$ cat src/rtl/mc_shift_if.sv
// Request/response bundle between the control unit and the multi-cycle shifter.
// The control unit drives the master side. The shifter takes the slave side.
interface mc_shift_if #(
  parameter int WIDTH = 32
);
  localparam int SHAMT_W = $clog2(WIDTH);

  logic               in_valid;
  logic               in_ready;
  logic [WIDTH-1:0]   in_data;
  logic [SHAMT_W-1:0] in_shamt;
  logic [1:0]         in_op;
  logic               out_valid;
  logic               out_ready;
  logic [WIDTH-1:0]   out_data;

  modport master (
    output in_valid, in_data, in_shamt, in_op, out_ready,
    input  in_ready, out_valid, out_data
  );

  modport slave (
    input  in_valid, in_data, in_shamt, in_op, out_ready,
    output in_ready, out_valid, out_data
  );
endinterface

$ cat src/rtl/mc_shift_unit.sv
// Multi-cycle shifter: SLL/SRL/SRA/ROL by a variable amount, at most STEP
// bit positions per clock, with valid/ready handshakes on both sides.
module mc_shift_unit #(
  parameter int WIDTH = 32,
  parameter int STEP  = 4
) (
  input  logic        clk,
  input  logic        rst_n,
  input  logic        flush,
  mc_shift_if.slave   bus,
  output logic        busy
);
  localparam int SHAMT_W = $clog2(WIDTH);
  // One extra bit so that a step of STEP == WIDTH is still representable.
  localparam int AMT_W   = SHAMT_W + 1;

  localparam logic [1:0] OP_SLL = 2'b00;
  localparam logic [1:0] OP_SRL = 2'b01;
  localparam logic [1:0] OP_SRA = 2'b10;
  localparam logic [1:0] OP_ROL = 2'b11;

  typedef enum logic [1:0] {S_IDLE, S_SHIFT, S_DONE} state_t;

  state_t             state_q;
  logic [SHAMT_W-1:0] rem_q;
  logic [1:0]         op_q;
  logic [WIDTH-1:0]   data_q;
  logic [WIDTH-1:0]   out_data_q;
  logic               out_valid_q;

  logic [AMT_W-1:0]   step_amt;
  logic [SHAMT_W-1:0] rem_d;
  logic [WIDTH-1:0]   data_d;

  // Shift amount for this cycle: min(STEP, remaining) and the count left afterwards.
  always_comb begin
    step_amt = {1'b0, rem_q};
    if ({1'b0, rem_q} > AMT_W'(STEP)) begin
      step_amt = AMT_W'(STEP);
    end
    rem_d = rem_q - step_amt[SHAMT_W-1:0];
  end

  // One partial shift of the working register using the op latched at acceptance.
  // SRA keeps the sign because bit WIDTH-1 never changes across SRA steps.
  always_comb begin
    data_d = data_q;
    case (op_q)
      OP_SLL: data_d = data_q << step_amt;
      OP_SRL: data_d = data_q >> step_amt;
      OP_SRA: data_d = $signed(data_q) >>> step_amt;
      OP_ROL: data_d = (data_q << step_amt) | (data_q >> (AMT_W'(WIDTH) - step_amt));
      default: data_d = data_q;
    endcase
  end

  // Control FSM with registered result outputs. Flush overrides everything but reset.
  // The result registers load on the first DONE cycle. This adds one cycle of latency
  // and keeps out_valid/out_data glitch-free while the consumer stalls.
  always_ff @(posedge clk or negedge rst_n) begin
    if (!rst_n) begin
      state_q     <= S_IDLE;
      rem_q       <= '0;
      op_q        <= '0;
      data_q      <= '0;
      out_data_q  <= '0;
      out_valid_q <= 1'b0;
    end else if (flush) begin
      state_q     <= S_IDLE;
      out_valid_q <= 1'b0;
    end else begin
      case (state_q)
        S_IDLE: begin
          if (bus.in_valid) begin
            data_q  <= bus.in_data;
            op_q    <= bus.in_op;
            rem_q   <= bus.in_shamt;
            state_q <= (bus.in_shamt == '0) ? S_DONE : S_SHIFT;
          end
        end
        S_SHIFT: begin
          data_q <= data_d;
          rem_q  <= rem_d;
          if (rem_d == '0) begin
            state_q <= S_DONE;
          end
        end
        S_DONE: begin
          if (!out_valid_q) begin
            out_valid_q <= 1'b1;
            out_data_q  <= data_q;
          end else if (bus.out_ready) begin
            out_valid_q <= 1'b0;
            state_q     <= S_IDLE;
          end
        end
        default: state_q <= S_IDLE;
      endcase
    end
  end

  assign bus.in_ready  = (state_q == S_IDLE);
  assign bus.out_valid = out_valid_q;
  assign bus.out_data  = out_data_q;
  assign busy          = (state_q != S_IDLE);
endmodule
$ cat src/flat_wrapper.sv
// flat-port wrapper written by rule: the top's interface ports become plain ports
module mc_shift_unit_flat 
#(
  parameter int WIDTH = 32,
  parameter int STEP  = 4
)
  (clk, rst_n, flush, busy, bus_in_valid, bus_in_data, bus_in_shamt, bus_in_op, bus_out_ready, bus_in_ready, bus_out_valid, bus_out_data);
  mc_shift_if #(.WIDTH(WIDTH)) bus_i ();
  input  logic clk;
  input  logic rst_n;
  input  logic flush;
  output logic busy;
  input wire logic [$bits(bus_i.in_valid)-1:0] bus_in_valid;
  input wire logic [$bits(bus_i.in_data)-1:0] bus_in_data;
  input wire logic [$bits(bus_i.in_shamt)-1:0] bus_in_shamt;
  input wire logic [$bits(bus_i.in_op)-1:0] bus_in_op;
  input wire logic [$bits(bus_i.out_ready)-1:0] bus_out_ready;
  output wire logic [$bits(bus_i.in_ready)-1:0] bus_in_ready;
  output wire logic [$bits(bus_i.out_valid)-1:0] bus_out_valid;
  output wire logic [$bits(bus_i.out_data)-1:0] bus_out_data;
  assign bus_i.in_valid = bus_in_valid;
  assign bus_i.in_data = bus_in_data;
  assign bus_i.in_shamt = bus_in_shamt;
  assign bus_i.in_op = bus_in_op;
  assign bus_i.out_ready = bus_out_ready;
  assign bus_in_ready = bus_i.in_ready;
  assign bus_out_valid = bus_i.out_valid;
  assign bus_out_data = bus_i.out_data;
  mc_shift_unit #(.WIDTH(WIDTH), .STEP(STEP)) u_core (.clk(clk), .rst_n(rst_n), .flush(flush), .bus(bus_i), .busy(busy));
endmodule
$ cat config.mk
export PLATFORM = sky130hd
export DESIGN_NAME = mc_shift_unit_flat
export DESIGN_NICKNAME = d
export VERILOG_FILES = /design/src/rtl/mc_shift_if.sv /design/src/rtl/mc_shift_unit.sv /design/src/flat_wrapper.sv
export SDC_FILE = /design/constraint.sdc
export NUM_CORES = 1
export LEC_CHECK = 0
export ABC_AREA = 1
export CAP_MARGIN = 15
export CORE_MARGIN = 2
export CORE_UTILIZATION = 52
export CTS_CLUSTER_DIAMETER = 30
export DETAILED_ROUTE_END_ITERATION = 7
export GPL_TIMING_DRIVEN = 0
export MAX_ROUTING_LAYER = met4
export PLACE_DENSITY = 0.73
export SLEW_MARGIN = 20
export SYNTH_ARGS = -nofsm -noshare
export SYNTH_HDL_FRONTEND = slang
export SYNTH_SLANG_ARGS = --single-unit
export TNS_END_PERCENT = 30
$ cat constraint.sdc
create_clock -name clk -period 3.1 [get_ports clk]
set_input_delay 0.465 -clock clk [delete_from_list [all_inputs] [get_ports clk]]
set_output_delay 0.465 -clock clk [all_outputs]
set_load 0.02 [all_outputs]
==> results.md <==
* Status: complete, but fails checks
* Slew margin rel. at about a third
* RSZ-0062 raised after global routing: false
* CP most frequent cell: nand2_1
* Clock tree buffer depth at 2
* H-tree levels at 3
* Largest net degree at the start of global routing at 40
* Pwr dens at 1210 nW/um2
* Clock Skew at 0.00825 ns
* Count of state elements after synthesis at 74
* Fmax at 332 MHz
* Final nets at 1248
* Net Sw Frac at 58.0%
* Vias per cell at 6.22
* Crit path launch type: register
* Synthesized area per cell at 5.82 um2
* Drt first pass iters at 8
* Vias at 8553
* Worst-path clk slew at 0.06 ns
* Yosys warnings at 0
* Comb power frac at 70.2%
* Asr flop ratio synth at between 90% and 100%
* First-pass GRT wire length at between 40000 and 50000 um
* Reg power frac at 18.4%
* DIE WIDTH at 115 um
* Gate Count Post-Synth at around 1100
* Synth area leader: dfrtp_1
* EDFF count, synth at 0
* Worst Tran Pin Value at 0.977 ns
* Non-filler cells, final at 1375
* Buffers & Inverters on Critical Path at 4
* Worst reg2reg path startpoint: u_core.rem_q[4]
* Drt first-iter violations at 1336
* Violated checks: design-rule violations
* Area of the mapped netlist at 6440 um2
* Ranking of synthesized cells by area: dfrtp_1 29%, nand2_1 25%, nand3_1 14%, nor2_1 6.1%, inv_1 4.3%
* Vias in the first global route at ~8000
* # diodes at 0
* Placed Cells at 1354
* Sequential share of the synthesized area at ~29%
* NetSw at 5500 uW
* Total track usage at 45.4%
* Share of layout cells above drive strength 1 at 7.13%
* Final setup vio count at 0
* Num CTS Buffers at 9
* Slowest-stage cell, CP: dfrtp_1
* Port bufs at slightly below 80
* Initial antenna violation count at 0
* Syn nets at 1153
* Maximum vdd ir drop at 0.00103 V
* CP top delay family: simple AND/OR/NAND/NOR gates
* Num Clock Sinks at 74
* Clk network pwr share at 11.4%
* Leakage at 0.00399 uW
* Area share of the largest cell type after synthesis at 28.7%
* Tcrit/Tclk final at 97.2%
* Main flop type after synthesis: dfrtp_1
* Slew Limit Fails at 0
* Max-cap violations at 0
* Largest stage delay on the critical path at 0.44 ns
* CTS tree: yes
* Die height at 115 um
* Fin crit period at between 3 and 4 ns
* Setup CP Type: register to register
* Synth unique cells at 36
* Core area at 12100 um2
* Final Wtd Congestion at 1.06
* Post-route design area at 7810 um2
* Worst hold path type: primary input to asynchronous set/reset pin
* Crit path DAT at approximately 3.3 ns
* Critical Path Source: u_core.rem_q[4]
* Critical-path cell list: inv_1 > nand2_2 > nor2_8 > nand2_2 > buf_6 > buf_2 > ha_1 > clkbuf_2 > nor2_1 > nand2_1 > o21ai_1 > nand2_1 > nand3_1 > nand2_1 > nand2_1
* DRC viols at 1
* Worst-path fanout max at 10
* Worst reg-to-reg setup slack at 0.09 ns
* Grt ovf at 0
* Placed wire-length estimate at 21200 um
* Worst EP required at 3.39 ns
* R2R Path End: u_core.data_q[7]
* R2r worst-path depth at 15
* Post-synth top cells: 425 x nand2_1, 180 x nand3_1, 104 x nor2_1
* Clk_lat worst skew at 0.35 ns
* Starting density of the core at between 50% and 60%
* Final Hold Vio Count at 0
* Layout area overhead at 21.1%
* FP Rows at 40
* Final ANT Viol Nets at 0
* Dpl cell area at 7450 um2
* Routed WL per cell at 21.1 um
* Cell internal pwr at 3980 uW
* Clock root buffer: clkbuf_16
* Io pins at slightly below 80
* Top-count cell post-synth: nand2_1
* Drt total wl at 28900 um
* Die footprint at 13300 um2
* Crit path capture type: register
-- flip-flops by register name (all words and copies together), names as in the netlist --
name                  count
u_core.bus.out_data      32
u_core.data_q            32
u_core.rem_q              5
u_core.op_q               2
u_core.state_q            2
u_core.bus.out_valid      1
-- power groups by stage --
stage / sequential, uW / combinational, uW / clock, uW
detailed placement: 1740 / 6230 / 0
global route: 1780 / 7100 / 1100
finish: 1740 / 6650 / 1080
floorplan: 1890 / 3840 / 0
CTS: 1720 / 6260 / 1070
global placement: 1710 / 6190 / 0
-- how the worst max path moves through the flow --
stage	end	slack (ns)	cells after the start
final	u_core.data_q[7]	0.09	15
after global routing	u_core.data_q[1]	0.02	16
after CTS	u_core.data_q[7]	0.03	16
after detailed placement	u_core.data_q[7]	-0.01	15
after global placement	u_core.data_q[20]	-0.93	1
after floorplan	u_core.data_q[15]	0.69	17
-- metal layers --
metal | GRT usage, % | vias to the layer above | share of wire, %
met5 | - | - | 0
met1 | 56.4 | 3875 | 37
met4 | 26.8 | 0 | 6.6
met2 | 64.1 | 708 | 42
met3 | 14.9 | 176 | 15
li1 | - | 3794 | -
-- layout by cell type, fill, tap and decap left out, types with 2 or more instances in the layout --
cell	instances
clkbuf_2	3
inv_2	6
dfrtp_1	74
clkbuf_1	20
buf_4	9
mux2_2	2
nand2_1	425
nor3_4	2
inv_1	73
nor2_4	4
o21ai_1	23
nor2_1	104
clkbuf_16	9
nor2_2	3
clkdlybuf4s50_1	77
a21oi_1	39
buf_1	2
o21ai_0	53
nand4_1	29
nand2_2	3
nand3_1	180
ha_1	2
clkinvlp_4	4
nor2_8	2
nand3b_1	6
o211ai_1	4
nor3_1	3
buf_2	28
buf_6	4
-- final cells by class --
cell class                      count  area [um2]
Fill cell                        1186        4250
Multi-Input combinational cell    893        4000
Sequential cell                    74        1850
Timing Repair Buffer               84         836
Inverter                           81         310
Buffer                             59         302
Clock buffer                       10         229
Tap cell                          168         210
Clock inverter                      6        66.3
-- what timing repair did --
| item | CTS | global route |
|---|---|---|
| setup buffers | 0 | 5 |
| hold buffers | 0 | 0 |
| resized for setup | 2 | 9 |
| endpoints found under the setup margin | 4 | 22 |
| pin swaps | 0 | 1 |
-- worst reg2reg max path, stage by stage, from the launching register on --
cell and delay [ns]:
dfrtp_1 0.44, inv_1 0.12, nand2_2 0.10, nor2_8 0.14, nand2_2 0.09, buf_6 0.19, buf_2 0.23, ha_1 0.39
clkbuf_2 0.24, nor2_1 0.42, nand2_1 0.10, o21ai_1 0.16, nand2_1 0.10, nand3_1 0.12, nand2_1 0.06, nand2_1 0.05
-- through the flow --
stage	util (%)	setup TNS (ns)	total power, uW	hold slack (ns)	setup slack (ns)
global placement	61.6	-68.42	7900	0.462	-0.930
global route	64.7	0	9980	0.109	0.0219
finish	64.7	0	9480	0.0633	0.0878
floorplan	-	0	5740	0.169	0.693
detailed placement	61.8	-0.0143	7960	0.459	-0.0143
CTS	64.3	0	9050	0.0953	0.0255
-- cells by family (layout without fill, tap and decap cells) --
logic type               count (synthesis)  in the layout  synth area share (%)
flip-flops                              74             74                  28.7
AO/OA/AOI/OAI                          123            123                  9.84
AND/OR/NAND/NOR                        765            765                  51.3
multiplexers                             2              2                 0.349
other                                    1              1                0.0582
adder cells (fa/ha/maj)                  2              2                 0.388
buffers and inverters                  140            240                  9.36
(Power assumes the default switching activity.)
